[src/rtl/clk_rst_gen.sv]
// ============================================================================
// Module   : clk_rst_gen
// Brief    : Reset sequencer plus NUM_CH programmable clock-enable dividers.
// Revision : 1.0 - initial release
// ============================================================================
`default_nettype none

module clk_rst_gen #(
  parameter int NUM_CH   = 2,
  parameter int DIV_W    = 16,
  parameter int RST_HOLD = 16
) (
  input  logic                    clk,
  input  logic                    reset,
  input  logic [NUM_CH*DIV_W-1:0] div_i,
  input  logic [NUM_CH-1:0]       en_i,
  output logic [NUM_CH-1:0]       tick_o,
  output logic [NUM_CH-1:0]       clk_o,
  output logic                    resetn_o,
  output logic                    rst_done
);

  localparam int                HOLD_W    = (RST_HOLD > 0) ? $clog2(RST_HOLD + 1) : 1;
  localparam logic [HOLD_W-1:0] HOLD_LAST = HOLD_W'(RST_HOLD);

  localparam logic [0:0] ST_HOLD = 1'b0;
  localparam logic [0:0] ST_RUN  = 1'b1;

  logic [0:0]        state_q, state_d;
  logic [HOLD_W-1:0] hold_cnt_q, hold_cnt_d;
  logic              run;

  always_ff @(posedge clk) begin
    if (reset) begin
      state_q    <= ST_HOLD;
      hold_cnt_q <= '0;
    end else begin
      state_q    <= state_d;
      hold_cnt_q <= hold_cnt_d;
    end
  end

  // hold_cnt stops at HOLD_LAST, so it cannot wrap.
  always_comb begin
    state_d    = state_q;
    hold_cnt_d = hold_cnt_q;
    case (state_q)
      ST_HOLD: begin
        if (hold_cnt_q == HOLD_LAST) state_d    = ST_RUN;
        else                         hold_cnt_d = hold_cnt_q + HOLD_W'(1);
      end
      ST_RUN:  state_d = ST_RUN;
      default: state_d = ST_HOLD;
    endcase
  end

  always_comb begin
    run      = (state_q == ST_RUN);
    resetn_o = run;
    rst_done = run;
  end

  genvar i;
  generate
    for (i = 0; i < NUM_CH; i++) begin : g_ch
      logic [DIV_W-1:0] div;
      logic [DIV_W-1:0] cnt_q, cnt_d;
      logic             tick_q, tick_d;
      logic             clk_q, clk_d;
      logic             active;

      assign div    = div_i[i*DIV_W +: DIV_W];
      assign active = run && en_i[i];

      // >= lets a lowered divide value end the current period on the next edge.
      always_comb begin
        cnt_d  = '0;
        tick_d = 1'b0;
        clk_d  = 1'b0;
        if (active) begin
          if (cnt_q >= div) begin
            tick_d = 1'b1;
            clk_d  = ~clk_q;
          end else begin
            cnt_d = cnt_q + DIV_W'(1);
            clk_d = clk_q;
          end
        end
      end

      always_ff @(posedge clk) begin
        if (reset) begin
          cnt_q  <= '0;
          tick_q <= 1'b0;
          clk_q  <= 1'b0;
        end else begin
          cnt_q  <= cnt_d;
          tick_q <= tick_d;
          clk_q  <= clk_d;
        end
      end

      assign tick_o[i] = tick_q;
      assign clk_o[i]  = clk_q;
    end
  endgenerate

endmodule

`default_nettype wire

[config.mk]
export PLATFORM = sky130hd
export DESIGN_NAME = clk_rst_gen
export DESIGN_NICKNAME = d
export VERILOG_FILES = /design/src/rtl/clk_rst_gen.sv
export SDC_FILE = /design/constraint.sdc
export NUM_CORES = 1
export LEC_CHECK = 0
export ABC_AREA = 1
export BUFFER_PORTS_ARGS = -buffer_cell sky130_fd_sc_hd__buf_2
export CORE_MARGIN = 3
export CORE_UTILIZATION = 50
export DETAILED_ROUTE_END_ITERATION = 7
export PLACE_DENSITY_LB_ADDON = 0.25
export SYNTH_ARGS = -nofsm -noshare
export SYNTH_HDL_FRONTEND = slang
export SYNTH_SLANG_ARGS = --single-unit
export TNS_END_PERCENT = 50
[constraint.sdc]
create_clock -name clk -period 2.3 [get_ports clk]
set_clock_uncertainty 0.05 [all_clocks]
set_input_delay 0 -clock clk [delete_from_list [all_inputs] [get_ports clk]]
set_output_delay 0 -clock clk [all_outputs]
set_load 0.1 [all_outputs]
==> results.sh, run 1 <==
export IMPL_dpl_hpwl_um=4130
export IMPL_cp_required_ps=2470
export IMPL_reg2reg_to="g_ch[1].cnt_q[3]"
export IMPL_powerDensity_mw_per_mm2=437
export IMPL_mappedNetlistArea_sq_mm=0.00287
export IMPL_tns_ps=0
export IMPL_relSlewSlack_pct=67.7
export IMPL_pre_cts_slack_ps=632
export IMPL_cts_num_sinks=42
export IMPL_clock_path_buffers=2
export IMPL_grt_pass1_vias=2269
export IMPL_ant_nets=0
export IMPL_fp_row_count=26
export IMPL_dieWidth_um=81.7
export IMPL_start_util_pct=53.7
export IMPL_peakVddDrop_mv=0.310
export IMPL_crit_type="reg2reg"
export IMPL_postCtsSetupBuffers=0
export IMPL_hold_viol=0
export IMPL_grt_setup_unrepaired="no"
export IMPL_dp_cells=504
export IMPL_fin_area_sq_mm=0.00324
export IMPL_ff2ff_setup_slack_ps=640
export IMPL_synthCells=400
export IMPL_worstPathArrival_ps=1830
export IMPL_io_buffers=41
export IMPL_p_leak_nw=1.61
export IMPL_core_area_sq_mm=0.00534
export IMPL_grt_pass1_wl_um=8980
export IMPL_worst_path_max_fanout=16
export IMPL_placed_cell_area_sq_mm=0.00310
export IMPL_track_usage_pct=16.8
export IMPL_antenna_found_initial=0
export IMPL_layout_drive_gt1_share_pct=15.7
export IMPL_end_kind="flop"
export IMPL_cts_resized=0
export IMPL_min_period_ps=1660
export IMPL_stdcell_count=515
export IMPL_cts_root_buf="clkbuf_8"
export IMPL_cap_violations=0
export IMPL_dr_pass1_iters=6
export IMPL_min_delay_path_class="in2reg"
export IMPL_drt_wirelength_per_cell_um=9.82
export IMPL_place_congestion=0.790
export IMPL_cts_tree="built"
export IMPL_seq_area_frac_synth_pct=29.3
export IMPL_ys_warn_count=0
export IMPL_htreeDepth=2
export IMPL_power_total_mw=1.41
export IMPL_cp_start_kind="flop"
export IMPL_ys_ff_latch=42
export IMPL_setup_slack_ps=644
export IMPL_overflow=0
export IMPL_dieArea_sq_mm=0.00668
export IMPL_wl_um=5060
export IMPL_synth_distinct_cells=24
export IMPL_final_cell_mix="inv_1 (85), nand2_1 (77), nor2_1 (47)"
export IMPL_syn2layout_area_growth_pct=13.0
export IMPL_drv_slew=0
export IMPL_drc=0
export IMPL_fin_util_pct=60.7
export IMPL_vias=2392
export IMPL_drt_iter0_markers=101
export IMPL_syn_nets=472
export IMPL_whs_ps=355
export IMPL_layout_commonest_cell="inv_1"
export IMPL_dieHeight_um=81.7
export IMPL_reg2reg_from="g_ch[1].cnt_q[5]"
export IMPL_setup_worst_path_end="g_ch[1].cnt_q[3]"
export IMPL_max_clock_freq_mhz=604
export IMPL_status="completed"
export IMPL_setup_viol=0
export IMPL_avgSynthCellArea_sq_um=7.17
export IMPL_cts_buffers=5
export IMPL_avgViaCountPerCell=4.64
export IMPL_ios=42
export IMPL_worstMarginPinSlew_ps=487
export IMPL_diodes=0
export IMPL_worst_r2r_cell_count=10
export IMPL_crit_start="g_ch[1].cnt_q[5]"
export IMPL_clkTransAtPathRegs_ps=80
export IMPL_fin_crit_sh_pct=72.0
export IMPL_finalNetCount=516
export IMPL_clock_latency_ps=290
export IMPL_grt_max_degree=17
==> logic make-up (layout without fill, tap and decap cells) <==
group	after synthesis	count (layout)	share of synthesized area (%)
xor+xnor	25	25	7.64
simple gates	182	182	30.2
flops	42	42	29.3
buf+inv	94	139	13.5
compound gates	21	21	3.67
fa+ha+maj	36	36	15.7
==> final cells by class <==
type | count | area (sq um)
Inverter | 87 | 327
Timing Repair Buffer | 44 | 235
Sequential cell | 42 | 841
Fill cell | 505 | 2100
Tap cell | 70 | 87.6
Clock buffer | 6 | 72.6
Clock inverter | 2 | 37.5
Multi-Input combinational cell | 264 | 1640
==> worst max-delay path, cell delays in order (launching register included) <==
cell and delay (ps):
dfxtp_1 430, ha_1 280, nand2_1 70, nand2_1 40
nand2_1 50, nand2_1 50, nor2_1 90, nand2_1 100
nand2_2 120, nand3_4 170, nor2_1 140
==> metal layers <==
metal	global-route usage [%]	up-vias	part of all wire, %
li1	-	1318	-
met1	20.2	1034	47
met2	30.5	33	49
met3	3.29	7	3.2
met4	4.49	0	1.1
met5	0	-	0
==> state kept, by name (all words and copies together), names as in the netlist <==
| name | flops |
|---|---|
| g_ch.tick_q | 2 |
| g_ch.clk_q | 2 |
| resetn_o | 1 |
| hold_cnt_q | 5 |
| g_ch.cnt_q | 32 |
==> power breakdown <==
group	switching (mW)	leakage, nW	internal, mW	total (mW)
Combinational	0.0466	1.22	0.0496	0.0962
Sequential	0.00390	0.339	0.731	0.735
Clock	0.260	0.0514	0.324	0.584
Total	0.310	1.61	1.10	1.41
==> timing repair <==
| item | 4_1_cts | 5_1_grt |
|---|---|---|
| hold buffers | 3 | 0 |
| hold endpoints to repair | 6 | 0 |
| endpoints found under the setup margin | 0 | 0 |
==> cells in the mapped netlist <==
library cell | instances | share of area, %
buf_4 | 5 | 1.3
nor3_2 | 1 | 0.35
nand2_1 | 77 | 10
o21ai_1 | 1 | 0.17
buf_6 | 2 | 0.79
nand2_4 | 1 | 0.39
xor2_1 | 20 | 6.1
inv_1 | 85 | 11
ha_1 | 36 | 16
nor3_1 | 9 | 1.6
o21ai_0 | 4 | 0.70
nor3_4 | 1 | 0.57
xnor2_1 | 5 | 1.5
nor2_1 | 47 | 6.2
inv_2 | 2 | 0.26
nor2_4 | 5 | 2.0
nand2_2 | 4 | 0.87
nand4_1 | 12 | 2.6
a21oi_1 | 16 | 2.8
nor3b_1 | 1 | 0.26
nor2_2 | 6 | 1.3
nand3_1 | 16 | 2.8
dfxtp_1 | 42 | 29
nand3_4 | 2 | 1.2
==> worst min path at each step <==
| stage | start | end | slack [ps] | cells past startpoint |
|---|---|---|---|---|
| after floorplan | reset | resetn_o | 20 | 1 |
| after global placement | reset | resetn_o | 150 | 2 |
| after detailed placement | reset | resetn_o | 140 | 2 |
| after CTS | div_i[31] | g_ch[1].clk_q | 350 | 8 |
| after global routing | reset | resetn_o | 380 | 3 |
| final | div_i[31] | g_ch[1].clk_q | 350 | 8 |
No activity file was read; power rests on OpenSTA's default activity.
==> inputs of run 2 (changes only) <==
Settings changed: ABC_AREA 1 to 0.
Clock period 2.3 ns to 1.7 ns, I/O delays scaled along.
==> results.sh, run 2 <==
export IMPL_status="finished, violations left"
export IMPL_violations="negative setup slack"
export IMPL_drv_slew=0
export IMPL_synth_top_cell_area_share_pct=32.6
export IMPL_largestRegisters="g_ch.cnt_q: 32 flops, hold_cnt_q: 5 flops"
export IMPL_place_congestion=0.778
export IMPL_cts_buffers=5
export IMPL_clock_path_buffers=2
export IMPL_ant_nets=0
export IMPL_htreeDepth=2
export IMPL_power_total_mw=1.81
export IMPL_clock_latency_ps=290
export IMPL_finalNetCount=467
export IMPL_diodes=0
export IMPL_stdcell_count=463
export IMPL_grt_pass1_wl_um=9590
export IMPL_dieArea_sq_mm=0.00606
export IMPL_fin_crit_sh_pct=123
export IMPL_grt_pass1_vias=2186
export IMPL_max_clock_freq_mhz=477
export IMPL_relSlewSlack_pct=67.9
export IMPL_seq_area_frac_synth_pct=32.6
export IMPL_fp_row_count=25
export IMPL_switching_share_pct=22.6
export IMPL_peakVddDrop_mv=0.523
export IMPL_drt_wirelength_per_cell_um=12.5
export IMPL_overflow=0
export IMPL_end_kind="flop"
export IMPL_avgViaCountPerCell=4.94
export IMPL_p_leak_nw=1.63
export IMPL_power_frac_clock_pct=36.3
export IMPL_io_buffers=41
export IMPL_synth_area_top_cells="dfxtp_1 (33%), ha_1 (17%), xor2_1 (7.1%)"
export IMPL_seqPwrFrac_pct=55.0
export IMPL_dp_cells=444
export IMPL_cap_violations=0
export IMPL_powerDensity_mw_per_mm2=505
export IMPL_largest_reg_flops=32
export IMPL_yosys_area_top_type="dfxtp_1"
export IMPL_syn_nets=375
export IMPL_whs_ps=359
export IMPL_syn2layout_area_growth_pct=38.7
export IMPL_final_cell_mix="buf_4 (43), buf_2 (41), inv_1 (36)"
export IMPL_multi_input_area_sq_mm=0.00177
export IMPL_core_area_sq_mm=0.00485
export IMPL_synth_most_common_cell="dfxtp_1"
export IMPL_cts_tree="built"
export IMPL_dr_pass1_iters=4
export IMPL_clkTransAtPathRegs_ps=70
export IMPL_p_int_mw=1.40
export IMPL_async_reset_ff_share_pct=0
export IMPL_dieWidth_um=77.9
export IMPL_synth_distinct_cells=35
export IMPL_min_delay_path_class="in2reg"
export IMPL_crit_type="reg2reg"
export IMPL_layout_commonest_cell="buf_4"
export IMPL_worst_path_max_fanout=7
export IMPL_mappedNetlistArea_sq_mm=0.00258
export IMPL_power_frac_comb_pct=8.7
export IMPL_hold_viol=0
export IMPL_drc=0
export IMPL_layout_drive_gt1_share_pct=37.4
export IMPL_p_sw_mw=0.409
export IMPL_cts_root_buf="clkbuf_8"
export IMPL_grt_setup_unrepaired="yes"
export IMPL_regMostFlops="g_ch.cnt_q"
export IMPL_dieHeight_um=77.9
export IMPL_synth_edff_count=0
export IMPL_track_usage_pct=19.5
export IMPL_setup_viol=35
export IMPL_avgSynthCellArea_sq_um=8.52
export IMPL_regArea_sq_um=855
export IMPL_synthCells=303
export IMPL_ios=42
export IMPL_nFillCells=359
export IMPL_ys_warn_count=0
export IMPL_grt_max_degree=13
export IMPL_start_util_pct=53.2
export IMPL_cts_num_sinks=42
export IMPL_dpl_hpwl_um=4050
export IMPL_netlist_top_cells_count="dfxtp_1 (42), nor2_1 (40), inv_1 (37)"
export IMPL_cp_start_kind="flop"
export IMPL_drt_iter0_markers=123
export IMPL_antenna_found_initial=0
export IMPL_ys_ff_latch=42
export IMPL_worstPathArrival_ps=2270
export IMPL_setup_slack_ps=-397
export IMPL_wl_um=5790
export IMPL_synth_flop_cell="dfxtp_1"
export IMPL_vias=2289
export IMPL_worstMarginPinSlew_ps=485
export IMPL_min_period_ps=2100
export IMPL_cp_required_ps=1880
## run 2: cell types whose count changed in the layout (fill, tap and decap cells not counted), moves of 7 or more
| cell | previous run | this run |
|---|---|---|
| nor2_4 | 5 | 12 |
| inv_1 | 85 | 36 |
| ha_1 | 36 | 25 |
| ha_4 | 0 | 11 |
| nand2_1 | 77 | 19 |
| dfxtp_1 | 42 | 31 |
| dfxtp_2 | 0 | 11 |
| buf_4 | 0 | 43 |
| a21oi_1 | 16 | 9 |
| nor2_1 | 47 | 33 |
## run 2: final cells by class
type / instances / share of cell area [%]
Clock buffer: 7 / 2.41
Clock inverter: 1 / 0.140
Inverter: 37 / 3.88
Multi-Input combinational cell: 215 / 49.3
Sequential cell: 42 / 23.9
Tap cell: 67 / 2.34
Timing Repair Buffer: 94 / 18.0
## run 2: through the flow
| stage | cell area (sq um) | utilization [%] | setup TNS (ps) | worst slack (ps) |
|---|---|---|---|---|
| floorplan | 2660 | - | -9440 | -417 |
| global placement | 3190 | 65.8 | -8450 | -426 |
| detailed placement | 3190 | 65.8 | -10020 | -452 |
| CTS | 3480 | 71.7 | -7470 | -468 |
| global route | 3580 | 73.9 | -9170 | -455 |
| finish | 3580 | 73.9 | -6890 | -397 |
## run 2: power groups by stage
stage	registers (mW)	logic [mW]	clock network [mW]
floorplan	1.02	0.0714	0
global placement	1.02	0.126	0
detailed placement	1.02	0.132	0
CTS	0.995	0.149	0.680
global route	0.996	0.181	0.716
finish	0.995	0.158	0.657
## run 2: kinds of logic (layout without fill, tap and decap cells)
logic type               after synthesis  count (layout)  share of synthesized area, %
AND/OR/NAND/NOR                      117             117                          23.7
buffers and inverters                 46             139                          8.09
flip-flops                            42              42                          32.6
adder cells (fa/ha/maj)               36              36                          17.5
XOR/XNOR                              32              32                          10.9
AO/OA/AOI/OAI                         30              30                          7.37
## run 2: what timing repair did
action | CTS | global route
buffers inserted | 4 | 3
setup endpoints to repair | 36 | 36
endpoints found under the hold margin | 10 | 0
cloned | 1 | 0
hold buffers | 3 | 0
pin swaps | 10 | 24
gates resized for setup | 23 | 19
## run 2: layer usage
metal	GRT usage, %	vias to the layer above	routed length [um]
met5	0	-	0
met4	5.87	0	95
met3	3.94	10	213
met2	34.0	41	2860
met1	24.1	1046	2620
li1	-	1192	-
## run 2: critical path, stage by stage (launching register included)
cell     delay, ps
dfxtp_1        390
ha_4           220
a31oi_1        200
nor2b_1         70
o311a_1        370
or4_4          480
buf_12         180
nor2_4          70
## run 2: worst paths after layout
check,start,to,slack (ps),depth (start not counted)
max reg2reg,g_ch[0].cnt_q[2],g_ch[0].cnt_q[1],-400,7
min reg2reg,g_ch[1].clk_q,g_ch[1].clk_q,450,2
min,div_i[15],g_ch[0].cnt_q[6],360,6
max,g_ch[0].cnt_q[2],g_ch[0].cnt_q[1],-400,7
